### src/rtl/cpu_bus_arb_if.sv
// Bus bundle that joins the CPU-side masters and the memory controller through the arbiter.
// The arbiter uses the master modport; the slave modport is the environment's side of the same bus.
interface cpu_bus_arb_if #(
   parameter int NUM_M  = 3,
   parameter int ADDR_W = 16,
   parameter int DATA_W = 8
);
   logic [NUM_M-1:0]        m_req;
   logic [NUM_M-1:0]        m_r_nw;
   logic [NUM_M*ADDR_W-1:0] m_a;
   logic [NUM_M*DATA_W-1:0] m_dout;
   logic [NUM_M-1:0]        m_lock;
   logic                    s_rdy;
   logic [DATA_W-1:0]       s_din;
   logic                    s_req;
   logic                    s_r_nw;
   logic [ADDR_W-1:0]       s_a;
   logic [DATA_W-1:0]       s_dout;
   logic [NUM_M-1:0]        grant;
   logic [NUM_M-1:0]        m_ack;
   logic [NUM_M-1:0]        m_err;
   logic [DATA_W-1:0]       m_din;
   logic [NUM_M-1:0]        m_stall;

   modport master (
      input  m_req, m_r_nw, m_a, m_dout, m_lock, s_rdy, s_din,
      output s_req, s_r_nw, s_a, s_dout, grant, m_ack, m_err, m_din, m_stall
   );

   modport slave (
      output m_req, m_r_nw, m_a, m_dout, m_lock, s_rdy, s_din,
      input  s_req, s_r_nw, s_a, s_dout, grant, m_ack, m_err, m_din, m_stall
   );
endinterface

### src/rtl/cpu_bus_arb.sv
// Multi-master CPU bus arbiter: fixed or round-robin priority, bus lock, and a
// single outstanding transaction to the memory controller with a WAIT timeout.
module cpu_bus_arb #(
   parameter int NUM_M   = 3,
   parameter int ADDR_W  = 16,
   parameter int DATA_W  = 8,
   parameter int RR_MODE = 0,
   parameter int TIMEOUT = 255
) (
   input  logic          clk,
   input  logic          rst,
   cpu_bus_arb_if.master bus
);
   // state | meaning
   // IDLE  | arbitrate; the previous owner's ack/err pulse may be showing
   // ISSUE | s_req high for one cycle with the latched fields
   // WAIT  | fields held, waiting for s_rdy or the timeout
   localparam int IW = (NUM_M > 1) ? $clog2(NUM_M) : 1;
   localparam int SW = IW + 1;
   localparam int TW = 16;
   localparam logic [NUM_M-1:0] ONE = {{(NUM_M-1){1'b0}}, 1'b1};

   typedef enum logic [1:0] {IDLE, ISSUE, WAIT} state_t;

   state_t            r_state;
   state_t            w_next;
   logic [NUM_M-1:0]  r_grant;
   logic [NUM_M-1:0]  r_ack;
   logic [NUM_M-1:0]  r_err;
   logic [IW-1:0]     r_own;
   logic              r_own_vld;
   logic [IW-1:0]     r_ptr;
   logic              r_s_r_nw;
   logic [ADDR_W-1:0] r_s_a;
   logic [DATA_W-1:0] r_s_dout;
   logic [DATA_W-1:0] r_din;
   logic [TW-1:0]     r_tmr;

   logic [NUM_M-1:0]  w_elig;
   logic              w_lock;
   logic [SW-1:0]     w_sum;
   logic [IW-1:0]     w_idx;
   logic [IW-1:0]     w_win;
   logic              w_any;
   logic              w_s_req;
   logic              w_done;
   logic              w_tout;

   // A locking last owner shuts every other master out, even if it is not requesting.
   assign w_lock = r_own_vld & bus.m_lock[r_own];
   assign w_elig = w_lock ? (bus.m_req & (ONE << r_own)) : bus.m_req;

   // Scan from the highest offset down so the last hit is the first index at/after r_ptr.
   always_comb begin
      w_win = '0;
      w_any = 1'b0;
      w_sum = '0;
      w_idx = '0;
      for (int k = NUM_M - 1; k >= 0; k--) begin
         w_sum = {1'b0, r_ptr} + SW'(k);
         if (w_sum >= SW'(NUM_M)) w_sum = w_sum - SW'(NUM_M);
         w_idx = w_sum[IW-1:0];
         if (w_elig[w_idx]) begin
            w_win = w_idx;
            w_any = 1'b1;
         end
      end
   end

   always_comb begin
      w_next  = r_state;
      w_s_req = 1'b0;
      w_done  = 1'b0;
      w_tout  = 1'b0;
      case (r_state)
         IDLE: begin
            if (w_any) w_next = ISSUE;
         end
         ISSUE: begin
            w_s_req = 1'b1;
            w_next  = WAIT;
         end
         WAIT: begin
            if (bus.s_rdy) begin
               w_done = 1'b1;
               w_next = IDLE;
            end else if (r_tmr == '0) begin
               w_tout = 1'b1;
               w_next = IDLE;
            end
         end
         default: w_next = IDLE;
      endcase
   end

   always_ff @(posedge clk) begin
      if (rst) r_state <= IDLE;
      else     r_state <= w_next;
   end

   always_ff @(posedge clk) begin
      if (rst) begin
         r_grant   <= '0;
         r_ack     <= '0;
         r_err     <= '0;
         r_own     <= '0;
         r_own_vld <= 1'b0;
         r_ptr     <= '0;
         r_s_r_nw  <= 1'b1;
         r_s_a     <= '0;
         r_s_dout  <= '0;
         r_din     <= '0;
         r_tmr     <= '0;
      end else begin
         r_ack <= '0;
         r_err <= '0;
         // grant is only rewritten in IDLE, so it spans ISSUE through the ack cycle
         if (r_state == IDLE) begin
            r_grant <= w_any ? (ONE << w_win) : '0;
            if (w_any) begin
               r_own     <= w_win;
               r_own_vld <= 1'b1;
               r_s_r_nw  <= bus.m_r_nw[w_win];
               r_s_a     <= bus.m_a[w_win*ADDR_W +: ADDR_W];
               r_s_dout  <= bus.m_dout[w_win*DATA_W +: DATA_W];
            end
         end
         // Down-counter loaded on the way into WAIT; terminal count 0 is the abort cycle.
         if (r_state == ISSUE)
            r_tmr <= TW'(TIMEOUT - 1);
         else if (r_state == WAIT && r_tmr != '0)
            r_tmr <= r_tmr - 1'b1;
         if (w_done) begin
            r_ack <= r_grant;
            if (r_s_r_nw) r_din <= bus.s_din;
         end
         if (w_tout) r_err <= r_grant;
         if ((w_done || w_tout) && RR_MODE != 0)
            r_ptr <= (r_own == IW'(NUM_M - 1)) ? '0 : r_own + 1'b1;
      end
   end

   assign bus.s_req   = w_s_req;
   assign bus.s_r_nw  = r_s_r_nw;
   assign bus.s_a     = r_s_a;
   assign bus.s_dout  = r_s_dout;
   assign bus.grant   = r_grant;
   assign bus.m_ack   = r_ack;
   assign bus.m_err   = r_err;
   assign bus.m_din   = r_din;
   assign bus.m_stall = bus.m_req & ~(r_ack | r_err);
endmodule
### src/flat_wrapper.sv
// flat-port wrapper written by rule: the top's interface ports become plain ports
module cpu_bus_arb_flat 
#(
   parameter int NUM_M   = 3,
   parameter int ADDR_W  = 16,
   parameter int DATA_W  = 8,
   parameter int RR_MODE = 0,
   parameter int TIMEOUT = 255
)
  (clk, rst, bus_m_req, bus_m_r_nw, bus_m_a, bus_m_dout, bus_m_lock, bus_s_rdy, bus_s_din, bus_s_req, bus_s_r_nw, bus_s_a, bus_s_dout, bus_grant, bus_m_ack, bus_m_err, bus_m_din, bus_m_stall);
  cpu_bus_arb_if #(.NUM_M(NUM_M), .ADDR_W(ADDR_W), .DATA_W(DATA_W)) bus_i ();
  input  logic clk;
  input  logic rst;
  input wire logic [$bits(bus_i.m_req)-1:0] bus_m_req;
  input wire logic [$bits(bus_i.m_r_nw)-1:0] bus_m_r_nw;
  input wire logic [$bits(bus_i.m_a)-1:0] bus_m_a;
  input wire logic [$bits(bus_i.m_dout)-1:0] bus_m_dout;
  input wire logic [$bits(bus_i.m_lock)-1:0] bus_m_lock;
  input wire logic [$bits(bus_i.s_rdy)-1:0] bus_s_rdy;
  input wire logic [$bits(bus_i.s_din)-1:0] bus_s_din;
  output wire logic [$bits(bus_i.s_req)-1:0] bus_s_req;
  output wire logic [$bits(bus_i.s_r_nw)-1:0] bus_s_r_nw;
  output wire logic [$bits(bus_i.s_a)-1:0] bus_s_a;
  output wire logic [$bits(bus_i.s_dout)-1:0] bus_s_dout;
  output wire logic [$bits(bus_i.grant)-1:0] bus_grant;
  output wire logic [$bits(bus_i.m_ack)-1:0] bus_m_ack;
  output wire logic [$bits(bus_i.m_err)-1:0] bus_m_err;
  output wire logic [$bits(bus_i.m_din)-1:0] bus_m_din;
  output wire logic [$bits(bus_i.m_stall)-1:0] bus_m_stall;
  assign bus_i.m_req = bus_m_req;
  assign bus_i.m_r_nw = bus_m_r_nw;
  assign bus_i.m_a = bus_m_a;
  assign bus_i.m_dout = bus_m_dout;
  assign bus_i.m_lock = bus_m_lock;
  assign bus_i.s_rdy = bus_s_rdy;
  assign bus_i.s_din = bus_s_din;
  assign bus_s_req = bus_i.s_req;
  assign bus_s_r_nw = bus_i.s_r_nw;
  assign bus_s_a = bus_i.s_a;
  assign bus_s_dout = bus_i.s_dout;
  assign bus_grant = bus_i.grant;
  assign bus_m_ack = bus_i.m_ack;
  assign bus_m_err = bus_i.m_err;
  assign bus_m_din = bus_i.m_din;
  assign bus_m_stall = bus_i.m_stall;
  cpu_bus_arb #(.NUM_M(NUM_M), .ADDR_W(ADDR_W), .DATA_W(DATA_W), .RR_MODE(RR_MODE), .TIMEOUT(TIMEOUT)) u_core (.clk(clk), .rst(rst), .bus(bus_i));
endmodule
### config.mk
export PLATFORM = sky130hd
export DESIGN_NAME = cpu_bus_arb_flat
export DESIGN_NICKNAME = d
export VERILOG_FILES = /design/src/rtl/cpu_bus_arb_if.sv /design/src/rtl/cpu_bus_arb.sv /design/src/flat_wrapper.sv
export SDC_FILE = /design/constraint.sdc
export NUM_CORES = 1
export LEC_CHECK = 0
export CAP_MARGIN = 30
export CORE_MARGIN = 3
export CORE_UTILIZATION = 37
export DETAILED_ROUTE_END_ITERATION = 10
export GPL_TIMING_DRIVEN = 1
export PLACE_DENSITY_LB_ADDON = 0.08
export SYNTH_ARGS = -nofsm -noshare
export SYNTH_HDL_FRONTEND = slang
export SYNTH_SLANG_ARGS = --single-unit
### constraint.sdc
create_clock -name clk -period 3.16 [get_ports clk]
set_clock_uncertainty 0.1 [all_clocks]
set_input_delay 0.316 -clock clk [delete_from_list [all_inputs] [get_ports clk]]
set_output_delay 0.316 -clock clk [all_outputs]
set_load 0.01 [all_outputs]
==> results by stage, run 1 <==
Clock tree:
- The number of clock sinks is 63.
- The cell sitting at the root of the clock tree is a clkbuf_8.
- The clock latency at the later pin of the worst-skew pair is 0.34 ns.
- Buffers inserted to repair hold after CTS numbered 0.
- The CTS tree is built.
- The number of setup buffers added after CTS is 0.
- TritonCTS created 9 clock buffers.
- The post-cts repair resize count is 0.
- CTS built an H-tree with a depth of 3.
- The number of buffers on the longest clock path is 2.
- The clock-pin slew on the worst setup and hold paths is 0.07 ns.

GRT:
- The total track usage is 18.4%.
- Entering global routing, the biggest net connects 42 pins.
- The wire length of the first global-routing pass is 14.5 mm.
- The number of antenna violations at the first check in global routing came to 0.
- The total overflow left after global routing is 0.
- The via count of the first global-routing pass is 3034.

Synth:
- For this run, the number of Yosys warnings is 0.
- Of the total synthesized cell area, the portion taken by XOR and XNOR cells is 3.96%.
- Counting every instance in the synthesized netlist gives 374.
- The synthesized design spends more area on one cell type than any other, namely dfxtp_1.
- In this run, synthesis produced a sequential element count of 63.
- Counting every net in the synthesized netlist gives 467.
- The combinational family with the most area after synthesis is simple AND/OR/NAND/NOR gates.
- Counting flops with an async set or reset pin after synthesis yields a share of 0%.
- Sorting the synthesized cells by area gives the leading types as dfxtp_1 41%, nand2_1 9.3%, a32o_1 7.8%.
- Of the post-synthesis cell area, the part taken by muxes is 0.969%.
- The post-synthesis area per instance is 8.28 um^2.
- In this run the cell area of the synthesized design comes to 3100 um^2.
- The synthesized netlist devotes 31.9% of its cell area to simple gates.
- The synthesized netlist devotes 16.7% of its cell area to compound gates.
- The adder-cell share of the synthesized area is 0.404%.
- For this run, the register share of the synthesized area comes to 40.7%.
- The dominant synthesized flop cell is dfxtp_1.
- In this run, distinct cell masters in the synthesized netlist total 53.
- Yosys mapped a number of flops with a built-in enable equal to 0.
- The proportion of netlist area held by the largest area contributor is 40.7%.

Min path:
- The path with the worst hold slack has its endpoint at u_core.bus.m_din[2].
- The worst hold path belongs to the class register to register.
- The startpoint identified for the worst hold timing path is u_core.bus.m_din[2].
- Along the worst hold path, the cell count comes to 2.

STA:
- The hold slack is 0.356 ns.
- The number of max-slew violations in the final report is 0.
- The final number of hold-violating endpoints is 0.
- Of the available clock period, the critical path in the final layout requires 70.2%.
- Setup repair after global routing left no endpoint under its margin.
- The smallest setup slack after layout is 0.941 ns.
- For the pin with the worst max-slew slack, the measured transition is 0.597 ns.
- For the final routed database, the setup TNS stands at 0 ns.
- The minimum clock period after layout is 2.22 ns.
- The maximum operating frequency is 451 MHz.
- The worst-case headroom to the max-slew limit is 60.1%.
- The total setup violations reported at the end of the flow is 0.

Pwr:
- VDD sags by at most 221 uV.
- The power density over the cells is 490 nW/um^2.
- After layout, the design draws a total of 2.31 mW.
- The leakage power total is 1.77 nW.

Critical path:
- STA classifies the critical path startpoint as a register.
- Walking the worst path, the cells encountered are nand2b_1, inv_1, clkdlybuf4s50_1.
- The endpoint identified for the worst register-to-register timing path is u_core.r_tmr[6].
- The cell at the slowest stage of the critical path is clkdlybuf4s50_1.
- The minimum setup slack among reg-to-reg paths is 0.96 ns.
- The dominant delay contributor by cell family on the critical path is buffers and inverters.
- The critical path is of the register to output port type.
- STA puts the critical path data required time at 2.74 ns.
- The worst reg2reg path depth is 7.
- The worst register-to-register path begins at u_core.r_tmr[1].
- The kind of end point of the critical path is an output port.
- Data on the critical path arrives at its endpoint at 1.80 ns.
- In this design, the stage delay of the slowest critical-path cell is 0.49 ns.
- The maximum fanout encountered on the critical timing path is 10.
- The number of buffers and inverters on the critical path is 2.

Routing:
- The total iterations of the first detailed-routing run is 4.
- The vias per cell is 5.14.
- The wire length reported by the detailed router is 8.77 mm.
- In the final routed layout, each cell accounts on average for 14.4 um.
- The routed layout has 3121 vias.
- Once detail routing completed, the nets flagged for antenna violations numbered 0.
- The detailed router finished its first iteration with 150 violations.
- The DRC violation count after routing is 0.

Place:
- The count of port buffers added during placement is 137.
- The placer's final routability congestion estimate is 0.800.
- The worst setup slack after placement is 0.742 ns.
- The number of placed instances, taps included, is 591.
- After detailed placement, the total cell area comes to 4500 um^2.
- The wire-length estimate of the detail-placed layout is 6.48 mm.

Finish:
- The total area of multi-input combinational cells is 1670 um^2.
- The final non-filler cell total is 607.
- From synthesis to final layout, the design area changed by 52.2%.
- Across the whole layout, storage elements account for 1260 um^2.
- The final instance area is 4720 um^2.
- Measured on the finished design, the core utilization comes to 59.5%.
- The filler cell count is 708.
- The number of antenna diodes in the final layout is 0.
- The net count reported at finish is 593.
- The fraction of layout instances using a drive strength above 1 is 10.7%.

Flow run:
- The max-capacitance violation count is 0.

Floorplanning:
- In this run the horizontal extent of the chip is 97.5 um.
- The initialized floorplan defines 32 standard-cell rows.
- The initial core utilization is 39.1%.
- In this run the count of I/O pins placed on the die edge is 138.
- The floorplan step set the die height to 97.5 um.
- The die covers 9510 um^2.
- The area of the placeable core is 7930 um^2.

Outcome:
- The run finished with clean final reports.
[sequential cells by signal, summed over array words and instances (netlist names)]
register           cells
u_core.r_own_vld       1
u_core.bus.m_err       3
u_core.bus.s_dout      8
u_core.bus.m_din       8
u_core.bus.m_ack       3
u_core.bus.grant       3
u_core.bus.s_a        16
u_core.r_tmr          16
u_core.bus.s_r_nw      1
u_core.r_own           2
u_core.r_state         2
[how the worst max path moves through the flow]
stage | from | endpoint | slack [ns] | cells after the start
floorplan | u_core.r_own[0] | u_core.bus.s_a[0] | 1.34 | 8
global route | u_core.r_tmr[1] | u_core.r_tmr[6] | 0.78 | 7
finish | u_core.r_state[1] | bus_s_req | 0.94 | 3
detailed placement | bus_m_req[1] | u_core.bus.s_a[4] | 0.74 | 6
global placement | bus_m_req[1] | u_core.bus.s_a[3] | 0.75 | 6
CTS | u_core.r_state[1] | bus_s_req | 0.93 | 3
[final cells by class]
type                    instances  share of cell area [%]
multi-input cells             279                    35.4
repair buffers                141                    30.0
flip-flops and latches         63                    26.7
well taps                     102                    2.71
clock buffers                   9                    2.63
clock inverters                 7                    2.04
inverters                       6                   0.478
[kinds of logic (layout without fill, tap and decap cells)]
| logic type | Yosys count | after routing |
|---|---|---|
| AO/OA/AOI/OAI | 68 | 68 |
| XOR/XNOR | 14 | 14 |
| adder cells (fa/ha/maj) | 1 | 1 |
| buffers and inverters | 32 | 163 |
| flip-flops | 63 | 63 |
| multiplexers | 3 | 3 |
| AND/OR/NAND/NOR | 193 | 193 |
[layer usage]
layer  routed length, um  vias up  share of wire [%]  global-route usage (%)
li1                    -     1562                  -                       -
met1                3860     1418                 44                    23.0
met2                3980      124                 45                    29.4
met3                 726       17                8.3                    5.89
met4                 204        0                2.3                    7.45
met5                   0        -                  0                       0
[cells in the mapped netlist, types with 4 or more instances]
cell type / number
clkbuf_1: 7
nand2_1: 77
o21ai_0: 4
nand3_1: 29
o21ai_1: 4
nor2_1: 19
or2_2: 24
xor2_1: 12
buf_2: 12
inv_1: 6
a21oi_1: 20
nand2b_1: 5
dfxtp_1: 63
a32o_1: 24
and2_1: 6
[power by group]
part           internal [mW]  switching, mW  total (mW)  leakage (nW)
Combinational          0.326          0.281       0.607          1.14
Sequential             0.872         0.0602       0.932         0.516
Clock                  0.446          0.325       0.771         0.114
[placed cells by master, fill, tap and decap left out, drive strengths merged, types with 2 or more instances in the layout]
master         netlist  routed
a211oi               2       2
a21oi               20      20
a32o                24      24
and2                 6       6
and3                 2       2
buf                 18       4
bufinv               0       2
clkbuf               8       9
clkdlybuf4s50        0     137
clkinv               0       4
dfxtp               63      63
inv                  6       7
mux2i                3       3
nand2               77      77
nand2b               5       5
nand3               29      29
nand3b               2       2
nand4                3       3
nor2                20      20
nor2b                3       3
nor3                 5       5
nor3b                2       2
nor4                 3       3
nor4b                2       2
o21a                 2       2
o21ai                9       9
o31ai                3       3
or2                 25      25
or3                  3       3
or4                  2       2
xnor2                2       2
xor2                12      12
[worst reg2reg max path: stages, from the launching register on]
cell and delay (ns):
dfxtp_1 0.35, inv_1 0.06, ha_1 0.21, nor2b_1 0.16
nand4_1 0.43, o21ai_2 0.19, or4_1 0.48, a31oi_1 0.17
No activity file was read; power rests on OpenSTA's default activity.
==> inputs of run 2 (changes only) <==
==> constraint.sdc (replaced) <==
create_clock -name clk -period 2.3 [get_ports clk]
set_clock_uncertainty 0.1 [all_clocks]
set_input_delay 0.23 -clock clk [delete_from_list [all_inputs] [get_ports clk]]
set_output_delay 0.23 -clock clk [all_outputs]
set_load 0.01 [all_outputs]
==> run 2 against run 1 <==
Cell area is 1.6% higher; sequential power is 37% higher; non-clock buffer count is 8 higher; critical endpoint is now u_core.bus.s_a[8].
==> results by stage, run 2 (synthesized netlist as in run 1, its figures left out) <==
Floorplanning:
- The die boundary width is 97.5 um (unchanged).
- The initial core utilization is 39.1% (unchanged).
- The area of the die is 9510 um^2 (unchanged).
- The row count is 32 (unchanged).
- The area of the placeable core came to 7930 um^2 (unchanged).
- The I/O pin total is 138 (unchanged).
- The height of the die was 97.5 um (unchanged).

Critical path:
- The kind of end point of the critical path is a register.
- The end of the worst register-to-register path is u_core.bus.s_a[8].
- The minimum setup slack among reg-to-reg paths is 0.22 ns (-0.74 ns).
- The number of buffers and inverters on the critical path is 0 (-2).
- The class of the most critical setup path is register to register.
- The slowest stage of the critical path belongs to the cell dfxtp_1.
- The required time at the endpoint of the critical path is 2.47 ns (-0.27 ns).
- The worst reg2reg path depth is 5 (-2).
- The dominant delay contributor by cell family on the critical path is compound AO/OA/AOI/OAI gates.
- The maximum fanout encountered on the critical timing path came to 25 (+15).
- The signal on the critical path passes through mux2i_1, o21ai_1, a41o_2, nor2_4, a32o_1.
- The worst stage delay on the critical path is 0.48 ns (about the same).
- The critical path launch point type is a register.
- The arrival time of data at the critical path endpoint is 2.26 ns (+0.46 ns).
- The source of the worst register-to-register timing path is u_core.r_own[0].

GRT:
- The final global-route overflow total is 0 (unchanged).
- The wire length of the first global-routing pass was 14.7 mm (+1.4%).
- The number of antenna violations at the first check in global routing is 0 (unchanged).
- The via count of the first global-routing pass came to 3014 (-0.66%).
- The total track usage is 18.8% (+0.34 points).
- The pin count of the biggest net entering global routing is 42 (unchanged).

Routing:
- The number of DRC markers after the initial detailed-route iteration is 148 (-1.3%).
- The detailed-route wire length per cell is 14.6 um (+1.2%).
- The DRC violation count after routing came to 0 (unchanged).
- The remaining number of nets flagged by the antenna check after routing came to 0 (unchanged).
- The total iterations of the first detailed-routing run is 6 (+2).
- The wire length reported by the detailed router is 8.98 mm (+2.4%).
- The count of vias placed by the detailed router is 3128 (+0.22%).
- The vias per cell is 5.09 (-0.92%).

Finish:
- The number of antenna repair diodes is 0 (unchanged).
- The filler cell count is 737 (+4.1%).
- The footprint of the flip-flops and latches is 1260 um^2 (unchanged).
- The layout overhead on the synthesized area is 54.7%.
- The total area of multi-input combinational cells was 1670 um^2 (unchanged).
- The fraction of layout instances using a drive strength above 1 is 11.7% (+1.0 points).
- The top cell types in the final layout, fill and taps aside, are 137 x clkdlybuf4s50_1, 77 x nand2_1, 63 x dfxtp_1, 29 x nand3_1.
- The post-route core utilization came to 60.4% (+0.96 points).
- Leaving out fill and tap cells, the most frequent cell in the layout is clkdlybuf4s50_1.
- The net count reported at finish is 601 (+1.3%).

Min path:
- The worst hold path terminates at u_core.bus.m_din[4].
- The source of the worst hold timing path is bus_s_din[4].
- The number of instances on the worst hold path is 3 (+1).
- The path category of the worst min-delay check is primary input to register.

STA:
- The total setup violations reported at the end of the flow came to 0 (unchanged).
- The worst-case headroom to the max-slew limit was 60.4% (+0.23 points).
- The minimum clock period after layout is 2.08 ns.
- The final number of hold-violating endpoints is 0 (unchanged).
- The transition time at the pin with the least slew margin is 0.593 ns (-0.00337 ns).
- For this run, the top clock speed supported by timing is 480 MHz.
- The sum of negative setup slack came to 0 ns (unchanged).
- The worst path uses 90.6% of the clock period.
- Setup repair after global routing left no endpoint under its margin.
- The number of max-slew violations in the final report is 0 (unchanged).

Clock tree:
- The cell sitting at the root of the clock tree is a clkbuf_8.
- The TritonCTS buffer count is 9 (unchanged).
- The number of buffers added for setup after CTS is 0 (unchanged).
- The clock-pin slew on the worst setup and hold paths is 0.07 ns (about the same).
- The number of levels the H-tree was split into is 3 (unchanged).
- The number of buffers added to fix hold violations after cts is 0 (unchanged).
- The number of buffers on the longest clock path is 2 (unchanged).
- The number of clock sinks is 63 (unchanged).
- The post-cts repair resize count is 0 (unchanged).
- TritonCTS built the clock tree.
- The clock latency at the later pin of the worst-skew pair is 0.33 ns (about the same).

Outcome:
- The run finished with clean final reports.

Pwr:
- The leakage power total came to 1.81 nW (+2.5%).
- The power density over the cells is 667 nW/um^2 (+36%).
- The highest ir drop seen on vdd is 366 uV (+66%).

Flow run:
- The max-capacitance violation count was 0 (unchanged).

Place:
- The placer's final routability congestion estimate was 0.833 (+4.1%).
- The detailed placer's ending HPWL is 6.67 mm (+2.9%).
- The count of port buffers added during placement is 137 (unchanged).
-- run 2: worst reg2reg max path: cells and delay by family (launching register included) --
kind | cells | cell delay [ns]
AOI/OAI and AO/OA | 3 | 0.67
DFF | 1 | 0.48
muxes | 1 | 0.30
and+or+nand+nor | 1 | 0.47
-- run 2: metal layers --
metal  GRT usage [%]  routed length, um  vias to the layer above
li1                -                  -                     1571
met1            23.2               3890                     1418
met2            29.5               4100                      122
met3            6.60                749                       17
met4            7.88                235                        0
met5               0                  0                        -
-- run 2: power by group --
part           switching, mW  total, mW  leakage [nW]  internal, mW
clock                  0.403       1.03         0.109         0.630
combinational          0.398      0.881          1.19         0.483
sequential            0.0836       1.28         0.516          1.20
total                  0.884       3.20          1.81          2.31
-- run 2: through the flow --
stage	worst slack [ns]	power, mW	cells	cell area, um^2	hold slack, ns
after floorplan	0.484	1.76	374	3100	0.266
after global placement	0.0450	2.18	599	4580	0.342
after detailed placement	0.0133	2.19	599	4580	0.350
after CTS	0.219	3.24	614	4790	0.325
after global routing	0.0734	3.37	614	4790	0.334
final	0.217	3.20	614	4790	0.346
-- run 2: worst max path at each step --
stage / start / end / slack [ns] / depth (start not counted)
2_1_floorplan: u_core.r_own[0] / u_core.bus.s_a[0] / 0.48 / 8
3_3_place_gp: bus_m_req[0] / u_core.bus.s_a[3] / 0.05 / 6
3_5_place_dp: bus_m_req[0] / u_core.bus.s_a[8] / 0.01 / 6
4_1_cts: u_core.r_own[0] / u_core.bus.s_a[8] / 0.22 / 5
5_1_grt: u_core.r_own[0] / u_core.bus.s_dout[4] / 0.07 / 5
6_report: u_core.r_own[0] / u_core.bus.s_a[8] / 0.22 / 5
-- run 2: area by class of cell --
type	count	area share [%]
sequential	63	26.3
timing repair buffer	149	31.3
tap	102	2.66
clock buffer	11	2.95
inverter	6	0.470
clock inverter	4	1.46
multi-input combinational	279	34.9
